[config.mk]
export PLATFORM = sky130hd
export DESIGN_NAME = dmem_ctrl
export DESIGN_NICKNAME = d
export VERILOG_FILES = /design/src/rtl/dmem_ctrl_pkg.sv /design/src/rtl/dmem_encode.sv /design/src/rtl/dmem_ctrl.sv
export SDC_FILE = /design/constraint.sdc
export NUM_CORES = 1
export LEC_CHECK = 0
export BUFFER_PORTS_ARGS = -buffer_cell sky130_fd_sc_hd__buf_2
export CAP_MARGIN = 20
export CORE_MARGIN = 2
export CORE_UTILIZATION = 47
export DETAILED_ROUTE_END_ITERATION = 10
export PLACE_DENSITY = 0.79
export REMOVE_ABC_BUFFERS = 1
export SYNTH_ARGS = -nofsm -noshare
export SYNTH_HDL_FRONTEND = slang
export SYNTH_HIERARCHICAL = 1
export SYNTH_SLANG_ARGS = --single-unit
export TNS_END_PERCENT = 5
[constraint.sdc]
create_clock -name clk -period 2.6 [get_ports clk]
set_input_delay 0.26 -clock clk [delete_from_list [all_inputs] [get_ports clk]]
set_output_delay 0.26 -clock clk [all_outputs]
set_load 0.03 [all_outputs]
[src/rtl/dmem_ctrl_pkg.sv]
// Shared encodings for the data-memory path: access widths (also consumed by the
// writeback dmem decoder), controller state codes and the store-encoder result.
package dmem_ctrl_pkg;

    localparam logic [1:0] DMEM_WIDTH_BYTE = 2'd0;
    localparam logic [1:0] DMEM_WIDTH_HALF = 2'd1;
    localparam logic [1:0] DMEM_WIDTH_WORD = 2'd2;

    localparam logic [1:0] DMEM_ST_IDLE   = 2'd0;
    localparam logic [1:0] DMEM_ST_REQ    = 2'd1;
    localparam logic [1:0] DMEM_ST_WAIT_R = 2'd2;
    localparam logic [1:0] DMEM_ST_DONE   = 2'd3;

    typedef struct packed {
        logic        misaligned;
        logic [3:0]  wstrb;
        logic [31:0] wdata;
    } dmem_enc_t;

    // Width code 3 has no legal meaning, so it is reported like a misalignment.
    function automatic logic dmem_misaligned(input logic [1:0] width, input logic [1:0] addr_lo);
        logic bad;
        case (width)
            DMEM_WIDTH_BYTE: bad = 1'b0;
            DMEM_WIDTH_HALF: bad = addr_lo[0];
            DMEM_WIDTH_WORD: bad = (addr_lo != 2'b00);
            default:         bad = 1'b1;
        endcase
        return bad;
    endfunction

endpackage

[src/rtl/dmem_encode.sv]
// Store-side encoder: alignment check, byte strobes and lane-replicated write data.
// Counterpart of the writeback dmem decoder, which extracts lanes on the load side.
module dmem_encode
    import dmem_ctrl_pkg::*;
(
    input  logic [1:0]  addr_lo_i,
    input  logic [1:0]  width_i,
    input  logic        write_i,
    input  logic [31:0] wdata_i,
    output dmem_enc_t   enc_o
);

    logic [3:0] base_strb;

    always_comb begin
        base_strb        = 4'hF;
        enc_o.misaligned = dmem_misaligned(width_i, addr_lo_i);
        enc_o.wdata      = wdata_i;
        case (width_i)
            DMEM_WIDTH_BYTE: begin
                base_strb   = 4'b0001;
                enc_o.wdata = {4{wdata_i[7:0]}};
            end
            DMEM_WIDTH_HALF: begin
                base_strb   = 4'b0011;
                enc_o.wdata = {2{wdata_i[15:0]}};
            end
            default: begin
                base_strb = 4'hF;
            end
        endcase
        // Replication lets the bus pick any lane; the strobes select the real bytes.
        enc_o.wstrb = write_i ? (base_strb << addr_lo_i) : 4'b0000;
    end

endmodule

[src/rtl/dmem_ctrl.sv]
// Data-memory controller: sequences one load/store at a time onto a valid/ready bus,
// stalls the pipeline meanwhile and registers the raw read word for writeback.
module dmem_ctrl
    import dmem_ctrl_pkg::*;
#(
    parameter int unsigned TIMEOUT = 255
) (
    input  logic        clk,
    input  logic        rst,
    input  logic        req_valid,
    input  logic        req_write,
    input  logic [31:0] req_addr,
    input  logic [31:0] req_wdata,
    input  logic [1:0]  req_width,
    input  logic        req_zero_ext,
    input  logic        flush,
    output logic        stall,
    output logic        fault,
    output logic        bus_valid,
    input  logic        bus_ready,
    output logic        bus_we,
    output logic [31:0] bus_addr,
    output logic [31:0] bus_wdata,
    output logic [3:0]  bus_wstrb,
    input  logic        bus_rvalid,
    input  logic [31:0] bus_rdata,
    output logic        load_done,
    output logic [31:0] dmem_rdata,
    output logic [1:0]  dmem_word_addr,
    output logic [1:0]  dmem_width,
    output logic        dmem_zero_ext
);

    localparam int unsigned CW = $clog2(TIMEOUT + 1);

    logic [1:0]    state_q, state_d;
    logic [CW-1:0] cnt_q, cnt_d;
    logic          squash_q, squash_d;
    logic          tmo_q, tmo_d;
    logic          we_q, we_d;
    logic [31:0]   addr_q, addr_d;
    logic [31:0]   wdata_q, wdata_d;
    logic [3:0]    wstrb_q, wstrb_d;
    logic [31:0]   rdata_q, rdata_d;
    logic [1:0]    word_addr_q, word_addr_d;
    logic [1:0]    width_q, width_d;
    logic          zext_q, zext_d;

    dmem_enc_t enc;
    logic      live_req;
    logic      cnt_hit;
    logic      tmo_event;

    dmem_encode u_encode (
        .addr_lo_i (req_addr[1:0]),
        .width_i   (req_width),
        .write_i   (req_write),
        .wdata_i   (req_wdata),
        .enc_o     (enc)
    );

    assign live_req  = req_valid && !flush;
    assign cnt_hit   = (cnt_q == CW'(TIMEOUT - 1));
    // A handshake or read return in the last allowed cycle beats the timeout.
    assign tmo_event = cnt_hit && (((state_q == DMEM_ST_REQ) && !bus_ready) ||
                                   ((state_q == DMEM_ST_WAIT_R) && !bus_rvalid));

    always_comb begin
        state_d     = state_q;
        cnt_d       = cnt_q;
        squash_d    = squash_q;
        tmo_d       = tmo_q;
        we_d        = we_q;
        addr_d      = addr_q;
        wdata_d     = wdata_q;
        wstrb_d     = wstrb_q;
        rdata_d     = rdata_q;
        word_addr_d = word_addr_q;
        width_d     = width_q;
        zext_d      = zext_q;
        case (state_q)
            DMEM_ST_IDLE: begin
                if (live_req && !enc.misaligned) begin
                    we_d        = req_write;
                    addr_d      = {req_addr[31:2], 2'b00};
                    wdata_d     = enc.wdata;
                    wstrb_d     = enc.wstrb;
                    word_addr_d = req_addr[1:0];
                    width_d     = req_width;
                    zext_d      = req_zero_ext;
                    cnt_d       = '0;
                    squash_d    = 1'b0;
                    tmo_d       = 1'b0;
                    state_d     = DMEM_ST_REQ;
                end
            end
            DMEM_ST_REQ: begin
                cnt_d = cnt_q + 1'b1;
                if (flush) squash_d = 1'b1;
                if (bus_ready) begin
                    state_d = we_q ? DMEM_ST_DONE : DMEM_ST_WAIT_R;
                end else if (tmo_event) begin
                    tmo_d   = 1'b1;
                    rdata_d = '0;
                    state_d = DMEM_ST_DONE;
                end
            end
            DMEM_ST_WAIT_R: begin
                cnt_d = cnt_q + 1'b1;
                if (flush) squash_d = 1'b1;
                if (bus_rvalid) begin
                    rdata_d = bus_rdata;
                    state_d = DMEM_ST_DONE;
                end else if (tmo_event) begin
                    tmo_d   = 1'b1;
                    rdata_d = '0;
                    state_d = DMEM_ST_DONE;
                end
            end
            default: begin
                squash_d = 1'b0;
                tmo_d    = 1'b0;
                state_d  = DMEM_ST_IDLE;
            end
        endcase
    end

    always_ff @(posedge clk) begin
        if (rst) begin
            state_q     <= DMEM_ST_IDLE;
            cnt_q       <= '0;
            squash_q    <= 1'b0;
            tmo_q       <= 1'b0;
            we_q        <= 1'b0;
            addr_q      <= '0;
            wdata_q     <= '0;
            wstrb_q     <= '0;
            rdata_q     <= '0;
            word_addr_q <= '0;
            width_q     <= '0;
            zext_q      <= 1'b0;
        end else begin
            state_q     <= state_d;
            cnt_q       <= cnt_d;
            squash_q    <= squash_d;
            tmo_q       <= tmo_d;
            we_q        <= we_d;
            addr_q      <= addr_d;
            wdata_q     <= wdata_d;
            wstrb_q     <= wstrb_d;
            rdata_q     <= rdata_d;
            word_addr_q <= word_addr_d;
            width_q     <= width_d;
            zext_q      <= zext_d;
        end
    end

    // A rejected (misaligned) request must not hold the pipeline; it traps instead.
    assign stall     = live_req && (state_q != DMEM_ST_DONE) &&
                       !((state_q == DMEM_ST_IDLE) && enc.misaligned);
    assign fault     = ((state_q == DMEM_ST_IDLE) && live_req && enc.misaligned) ||
                       (tmo_event && !squash_q && !flush);
    assign load_done = (state_q == DMEM_ST_DONE) && !we_q && !squash_q && !tmo_q;

    assign bus_valid      = (state_q == DMEM_ST_REQ);
    assign bus_we         = we_q;
    assign bus_addr       = addr_q;
    assign bus_wdata      = wdata_q;
    assign bus_wstrb      = wstrb_q;
    assign dmem_rdata     = rdata_q;
    assign dmem_word_addr = word_addr_q;
    assign dmem_width     = width_q;
    assign dmem_zero_ext  = zext_q;

endmodule

==> results.txt, run 1 <==
The flow ran to the end, and the final reports show no timing, DRC or antenna violations. The worst slew margin relative to its limit is 0.464. TritonCTS built the clock tree. The ratio of total power to cell area is 684 nW/µm². The buffers inserted during post-CTS setup optimization is 0. Entering global routing, the biggest net connects 77 pins.

The hold buffer count at cts is 60. After detailed placement, the total cell area comes to 6000 µm². The fraction of final layout cells with drive strength greater than 1 is 0.312.

The part of the Yosys area used for sequential elements came out at 0.472. The maximum vdd ir drop came out at 448 µV. The DRC violation count after routing came out at 0. The worst setup path is launched from a register.

The total of flip-flops plus latches after synthesis is 116. The cell row count came out at 37. The global-route wire length before repair came out at 24500 µm. The routability congestion estimate from global placement is 0.865. The critical path's largest stage delay is 0.36 ns. The slew at the pin closest to its max-slew limit is 0.803 ns. In the global route stage, overall resource usage came out at 0.268. The critical path crosses 8 cells after its start point.

In this run the standard cell core region covers 10200 µm². The die extent in y is 106 µm. The horizontal die dimension is 106 µm. The number of H-tree branching levels is 4.

Setup repair after global routing left no endpoint under its margin. The dominant delay contributor by cell family on the critical path is buffers and inverters. The analysis attributes to cell leakage a power of 3.10 nW. The I/O pin count came out at 216. By area the synthesized netlist is led by sky130_fd_sc_hd__dfxtp_1 47%, sky130_fd_sc_hd__nand2_1 15%, sky130_fd_sc_hd__a21oi_1 11%, sky130_fd_sc_hd__nand3_1 4.1%, sky130_fd_sc_hd__mux2_2 3.7%. The post-cts sizing count came out at 0. A synthesized cell averages 7.85 µm².

The cell count after synthesis is 627. The number of global-route vias before repair came out at 5186. The proportion of synthesized area in mux cells came out at 0.0529. From synthesis to final layout, the design area changed by 45.9%. The area of the die came out at 11300 µm². Of the total synthesized cell area, the portion taken by full adders, half adders and majority gates is 0.0178.

The post-synthesis cell area is 4920 µm². The final hold violation count came out at 0. The cell type of the slowest stage on the worst timing path is sky130_fd_sc_hd__dfxtp_1. For this run, the leading register cell type out of synthesis is sky130_fd_sc_hd__dfxtp_1. The DRC violation total after the first TritonRoute iteration came out at 384. The summed area of non-filler cells in the final layout came out at 7190 µm².

The setup violation total in the final timing report is 0. The worst register-to-register path has a setup slack of 0.29 ns. The max-cap violation count came out at 0. The critical path goes through inv_1, ha_1, nand2b_1, a211oi_1, buf_4, a32oi_1, nor2_1, buf_2. The top cell type's share of synthesized area is 0.472.

The time the final worst path needs with I/O delays and setup is 2.42 ns. The count of nets left with antenna violations after detail routing came out at 0. The data required time at the worst endpoint came out at 2.34 ns. The total number of clock tree sinks is 116.

In this run the critical register-to-register path is launched from state_q[1]. The min-delay analysis places its worst path in the category in2reg. For the worst flop-to-flop path, the logic depth is 7. During placement, the flow inserted port buffers numbering 213.

The root buffer cell is sky130_fd_sc_hd__clkbuf_8. Counting distinct cell types in the post-synthesis netlist gives 43. The buffers plus inverters on the worst setup path is 3. The number of synthesized flops with an enable pin came out at 0.

The endpoint identified for the worst register-to-register timing path is dmem_rdata[31]. Of the available clock period, the critical path in the final layout requires 0.929. The maximum count of clock buffers along a single path came out at 2. For the final database, setup skew stands at 0.0138 ns. At the end of the flow, the number of nets in the layout was 988. After legalization and detailed placement, the total HPWL measured 9170 µm. The later-pin clock latency in the skew report is 0.52 ns. After clock tree synthesis, the clock-pin slew on the worst setup and hold paths is 0.06 ns. The critical setup path kind is reg2out. The CTS buffer count came out at 17. The dominant combinational cell family by area after synthesis is simple AND/OR/NAND/NOR gates. The count of yosys warnings during synthesis came out at 6. The count of placed standard cells including taps came out at 932. The share of flip-flops with an asynchronous set or reset after synthesis came out at 0. The xor-xnor portion of the synthesized cell area is 0. The routed layout has 5389 vias.

Of the total synthesized cell area, the portion taken by AND, OR, NAND and NOR gates is 0.237. The worst endpoint data arrival time is 2.16 ns. For this configuration, the core starts out at a cell density of 0.481. Based on the critical path, the design can be clocked at up to 414 MHz.

The initial antenna violation count came out at 0. The library cell with the largest summed area after synthesis is sky130_fd_sc_hd__dfxtp_1. The share of the synthesized area in compound gates (AO/OA/AOI/OAI) is 0.160. The post-route worst hold slack is 0.0205 ns. The number of iterations in the first detailed-routing pass is 5. The total count of max-transition violations in the final report is 0.

The via-per-instance ratio is 5.26. The detailed-route wire length is 15300 µm. The most critical setup path has its startpoint at state_q[1]. The endpoint of the worst setup timing path is fault.

The post-detailed-route wirelength per cell is 15.0 µm. The maximum fanout along the worst path came out at 7. STA classifies the critical path endpoint as a primary output.

The worst hold path was traced through 3 stages. The number of antenna diodes came out at 0. Once layout is complete, the cells apart from fillers number 1024. Summed over all layers, the global routing overflow is 0.
## worst min path at each step
stage | to | slack [ns] | from
3_3_place_gp | bus_wdata[7] | 0.44 | bus_wdata[7]
2_1_floorplan | bus_addr[10] | 0.33 | rst
6_report | dmem_rdata[15] | 0.02 | bus_rdata[15]
3_5_place_dp | bus_addr[27] | 0.44 | bus_addr[27]
5_1_grt | dmem_rdata[0] | 0.009 | bus_rdata[0]
4_1_cts | dmem_rdata[31] | 0.0006 | bus_rdata[31]
## flip-flops by register name, indices dropped and copies added (netlist names)
name / count
bus_addr: 30
bus_wdata: 32
bus_we: 1
bus_wstrb: 4
cnt_q: 8
dmem_rdata: 32
dmem_width: 2
dmem_word_addr: 2
dmem_zero_ext: 1
squash_q: 1
state_q: 2
tmo_q: 1
## synthesized netlist by cell type (4+ instances only)
cell type and number:
sky130_fd_sc_hd__nand2_1 195, sky130_fd_sc_hd__dfxtp_1 116, sky130_fd_sc_hd__a21oi_1 113, sky130_fd_sc_hd__nand3_1 40
sky130_fd_sc_hd__clkbuf_1 30, sky130_fd_sc_hd__mux2_2 16, sky130_fd_sc_hd__buf_4 12, sky130_fd_sc_hd__inv_1 10
sky130_fd_sc_hd__buf_2 9, sky130_fd_sc_hd__mux2i_1 8, sky130_fd_sc_hd__o21ai_1 8, sky130_fd_sc_hd__ha_1 7
sky130_fd_sc_hd__nor2_1 7, sky130_fd_sc_hd__a31oi_1 4, sky130_fd_sc_hd__nand3b_1 4, sky130_fd_sc_hd__nor3_1 4
sky130_fd_sc_hd__or4_1 4
## worst min-delay path, delay by kind of cell
family / cells / cell delay (ns)
buffers and inverters: 1 / 0.10
AO/OA/AOI/OAI: 1 / 0.06
AND/OR/NAND/NOR: 1 / 0.06
## cells in the final DEF, fill, tap and decap left out, types with 3 or more instances in the layout
master	instances
sky130_fd_sc_hd__nand3b_1	4
sky130_fd_sc_hd__mux2_2	16
sky130_fd_sc_hd__ha_1	7
sky130_fd_sc_hd__a31oi_1	4
sky130_fd_sc_hd__inv_1	10
sky130_fd_sc_hd__a21oi_1	113
sky130_fd_sc_hd__o21ai_1	8
sky130_fd_sc_hd__clkbuf_16	16
sky130_fd_sc_hd__nand2_1	194
sky130_fd_sc_hd__clkbuf_8	3
sky130_fd_sc_hd__nor2_1	6
sky130_fd_sc_hd__o21ai_0	3
sky130_fd_sc_hd__inv_6	5
sky130_fd_sc_hd__buf_4	9
sky130_fd_sc_hd__nand4b_1	3
sky130_fd_sc_hd__or4_1	4
sky130_fd_sc_hd__dfxtp_1	116
sky130_fd_sc_hd__buf_2	212
sky130_fd_sc_hd__nor3_1	4
sky130_fd_sc_hd__mux2i_1	8
sky130_fd_sc_hd__dlygate4sd3_1	60
sky130_fd_sc_hd__nand3_1	40
## layout make-up
class,instances,area [µm²]
Fill cell,744,3050
Sequential cell,116,2320
Tap cell,136,170
Multi-Input combinational cell,448,2320
Inverter,10,37.5
Clock inverter,13,146
Clock buffer,19,442
Timing Repair Buffer,282,1750
## metrics by stage
| stage | power (mW) | setup TNS [ns] | worst slack [ns] | util |
|---|---|---|---|---|
| after detailed placement | 2.58 | 0 | 0.345 | 0.586 |
| after floorplan | 2.31 | -60.43 | -0.839 | - |
| after global placement | 2.56 | 0 | 0.473 | 0.586 |
| after global routing | 5.10 | 0 | 0.0214 | 0.702 |
| after CTS | 4.94 | 0 | 0.149 | 0.702 |
| final | 4.91 | 0 | 0.183 | 0.702 |
## metal layers
layer  track usage  part of all wire  vias to the layer above
met5             0                 0                        -
met4         0.115             0.025                        0
met3        0.0895             0.085                       39
li1              -                 -                     2609
met2         0.445              0.49                      259
met1         0.315              0.40                     2482
## where the power goes
group,total (mW),internal [mW],switching (mW)
Clock,2.28,1.43,0.854
Sequential,1.88,1.84,0.0372
Combinational,0.755,0.289,0.466
Total,4.91,3.56,1.36
## logic make-up (layout without fill, tap and decap cells)
| group | Yosys count | after routing |
|---|---|---|
| compound gates | 144 | 144 |
| buf+inv | 64 | 324 |
| simple gates | 271 | 271 |
| flops | 116 | 116 |
| fa+ha+maj | 7 | 7 |
| mux | 24 | 24 |
| other cells | 1 | 2 |
Note: power is estimated with default switching activity, not from simulation.
==> run 2: changes to the inputs <==
--- a/config.mk
+++ b/config.mk
@@ -5,11 +5,11 @@
 export SDC_FILE = /design/constraint.sdc
 export NUM_CORES = 1
 export LEC_CHECK = 0
-export BUFFER_PORTS_ARGS = -buffer_cell sky130_fd_sc_hd__buf_2
 export CAP_MARGIN = 20
 export CORE_MARGIN = 2
-export CORE_UTILIZATION = 47
+export CORE_UTILIZATION = 63
 export DETAILED_ROUTE_END_ITERATION = 10
+export DONT_BUFFER_PORTS = 1
 export PLACE_DENSITY = 0.79
 export REMOVE_ABC_BUFFERS = 1
 export SYNTH_ARGS = -nofsm -noshare
==> run 2 against run 1 <==
Core utilization up 13 points. Clock skew down 0.00069 ns. Die area down 25%. Register-to-register slack worse by 0.18 ns. Sequential power up 6%. Global-route usage up 8.2 points. Final cell count down 22%. Fmax down 2.8%. Clock power up 3%. Critical path depth unchanged. Design area down 12%. First-iteration DRC count down 26%. Largest power group unchanged.
==> results.txt, run 2 (same netlist as run 1, synthesis figures left out) <==
The global-route congestion overflow total is 0 (unchanged). The worst setup path is captured at a register. The total number of clock tree sinks came out at 116 (unchanged). The worst endpoint data arrival time came out at 2.93 ns (+0.77 ns). The count of input and output buffers was 0 (-100%). The library cells used most frequently in the layout, excluding fill and tap cells, are 194 x sky130_fd_sc_hd__nand2_1, 116 x sky130_fd_sc_hd__dfxtp_1, 113 x sky130_fd_sc_hd__a21oi_1, 82 x sky130_fd_sc_hd__dlygate4sd3_1, 40 x sky130_fd_sc_hd__nand3_1. The data required time at the worst endpoint came out at 3.04 ns (+0.70 ns). The buffers inserted during post-CTS setup optimization is 0 (unchanged). The maximum count of clock buffers along a single path is 2 (unchanged).

The worst hold path stage count came out at 3 (unchanged). The final hold violation count came out at 0 (unchanged). The layout overhead on the synthesized area came out at 29.0%.

The cell area after placement came out at 4900 µm² (-18%). The highest clock frequency the design can meet came out at 402 MHz (-2.8%). Leaving out fill and tap cells, the most frequent cell in the layout is sky130_fd_sc_hd__nand2_1. The post-route fraction of the period consumed by the critical path is 0.956 (+0.0264). The critical path starts at state_q[1]. The initial antenna violation count came out at 0 (unchanged).

The cell row count is 32 (-14%). The run finished with clean final reports. The later-pin clock latency in the skew report is 0.50 ns (-0.02 ns). The clock transition at the registers of the reported paths came out at 0.06 ns (about the same). The overall routing resource usage is 0.350 (+0.0818). The max-cap violation count is 0 (unchanged). The maximum vdd ir drop came to 493 µV (+10%). The I/O pin count came out at 216 (unchanged). The time the final worst path needs with I/O delays and setup is 2.49 ns (+0.0686 ns). The CTS buffer count came out at 17 (unchanged). The post-detailed-route wirelength per cell was 18.9 µm (+26%). The DRC violation count after routing was 0 (unchanged). The via count of the routed design is 4789 (-11%). The root buffer cell is sky130_fd_sc_hd__clkbuf_8. The number of antenna diodes is 0 (unchanged). The area of all sequential standard cells came out at 2320 µm² (unchanged).

The reg2reg setup slack came to 0.11 ns (-0.18 ns). The effective utilization at floorplan is 0.644 (+0.163). The area of the placeable core came out at 7650 µm² (-25%). The number of H-tree branching levels came out at 4 (unchanged).

The clock tree from TritonCTS is done. The critical path is of the reg2reg type. The maximum fanout along the worst path is 69 (+62). The number of iterations in the first detailed-routing pass came out at 7 (+2). The DRC violation total after the first TritonRoute iteration is 284 (-26%). The multi-input gate area in the final layout came out at 2330 µm² (+0.59%). The ratio of total power to cell area came out at 767 nW/µm² (+12%). The worst slew margin relative to its limit is 0.658 (+0.194). The total power consumption of the routed design is 4.88 mW (-0.77%). The via-per-instance ratio came to 5.99 (+14%). The detailed-placement wirelength estimate is 7890 µm (-14%). The slew at the pin closest to its max-slew limit is 0.511 ns (-0.292 ns). The launching element type of the critical path is a register. The static leakage power is 2.22 nW (-29%). The filler cell count in the final layout came out at 429 (-42%).

The worst hold path belongs to the class in2reg. The area of the die is 8540 µm² (-25%). The summed area of non-filler cells in the final layout is 6350 µm² (-12%). The fraction of final layout cells with drive strength greater than 1 is 0.0918 (-0.220). The detailed-route wire length came to 15100 µm (-1.6%). The die extent in y is 92.4 µm (-13%). The worst hold path terminates at bus_wdata[26].

The number of global-route vias before repair is 4810 (-7.3%). The setup violation total in the final timing report is 0 (unchanged). The horizontal die dimension came out at 92.4 µm (-13%). The depth of the most critical reg-to-reg path is 8 (+1). The routability congestion estimate from global placement is 0.809 (-6.5%). The maximum number of pins on one net before global-route repair came to 117 (+52%). The number of nets in the finished design came out at 798 (-19%). Setup repair after global routing left no endpoint under its margin. The count of nets left with antenna violations after detail routing is 0 (unchanged).

In this run the critical register-to-register path is launched from state_q[1]. The endpoint identified for the worst register-to-register timing path is bus_addr[16]. The launch point of the worst hold path is req_width[1]. The total count of max-transition violations in the final report came to 0 (unchanged). The global-route wire length before repair was 23500 µm (-4.2%). The worst clock skew is 0.0131 ns (-0.000695 ns).
[run 2: changes by cell type in the layout (fill, tap and decap cells not counted), sizes merged]
cell | previous run | this run
bufinv | 2 | 3
inv | 15 | 14
dlygate4sd3 | 60 | 82
clkinv | 4 | 6
clkbuf | 19 | 18
clkinvlp | 2 | 0
buf | 222 | 10
[run 2: worst max-delay path, cell delays in order, from the launching register on]
cell                            delay [ns]
sky130_fd_sc_hd__dfxtp_1              0.36
sky130_fd_sc_hd__inv_1                0.15
sky130_fd_sc_hd__ha_1                 0.35
sky130_fd_sc_hd__inv_1                0.17
sky130_fd_sc_hd__nor2_4               0.23
sky130_fd_sc_hd__buf_12               0.30
sky130_fd_sc_hd__nand2_1              0.12
sky130_fd_sc_hd__a21oi_1              0.13
sky130_fd_sc_hd__dlygate4sd3_1        0.56
[run 2: per-layer routing]
| layer | vias up | share of wire | track usage |
|---|---|---|---|
| li1 | 2223 | - | - |
| met1 | 2221 | 0.36 | 0.369 |
| met2 | 299 | 0.50 | 0.615 |
| met3 | 46 | 0.10 | 0.126 |
| met4 | 0 | 0.032 | 0.172 |
| met5 | - | 0 | 0 |
[run 2: area by class of cell]
type / count / area share
timing repair buffer: 92 / 0.148
multi-input combinational: 448 / 0.367
clock buffer: 18 / 0.0658
clock inverter: 13 / 0.0274
inverter: 10 / 0.00591
sequential: 116 / 0.366
tap: 102 / 0.0201
[run 2: timing repair]
item	4_1_cts	5_1_grt
endpoints found under the setup margin	1	1
gates resized for setup	1	1
gates cloned	0	0
endpoints found under the hold margin	115	0
hold buffers	83	0
[run 2: worst max-delay path by stage]
stage                                end  slack (ns)  cells after the start
final                       bus_addr[16]        0.11                      8
after floorplan             bus_addr[10]       -0.84                      6
after detailed placement   dmem_rdata[5]        0.38                      7
after global placement    dmem_rdata[17]        0.49                      7
after global routing        bus_addr[16]        0.02                      8
after CTS                          fault        0.08                      8
[run 2: power breakdown]
| part | switching [mW] | internal, mW |
|---|---|---|
| logic | 0.305 | 0.236 |
| registers | 0.154 | 1.84 |
| clock network | 0.868 | 1.47 |
[run 2: per-stage QoR]
step | TNS [ns] | hold WS (ns) | setup slack [ns] | std cells | util
after CTS | 0 | 0.000405 | 0.0782 | 799 | 0.829
after global placement | 0 | 0.338 | 0.495 | 685 | 0.641
after floorplan | -60.43 | 0.329 | -0.839 | 574 | -
final | 0 | 0.0156 | 0.115 | 799 | 0.831
after detailed placement | 0 | 0.339 | 0.384 | 685 | 0.641
after global routing | 0 | 0.0206 | 0.0237 | 799 | 0.831
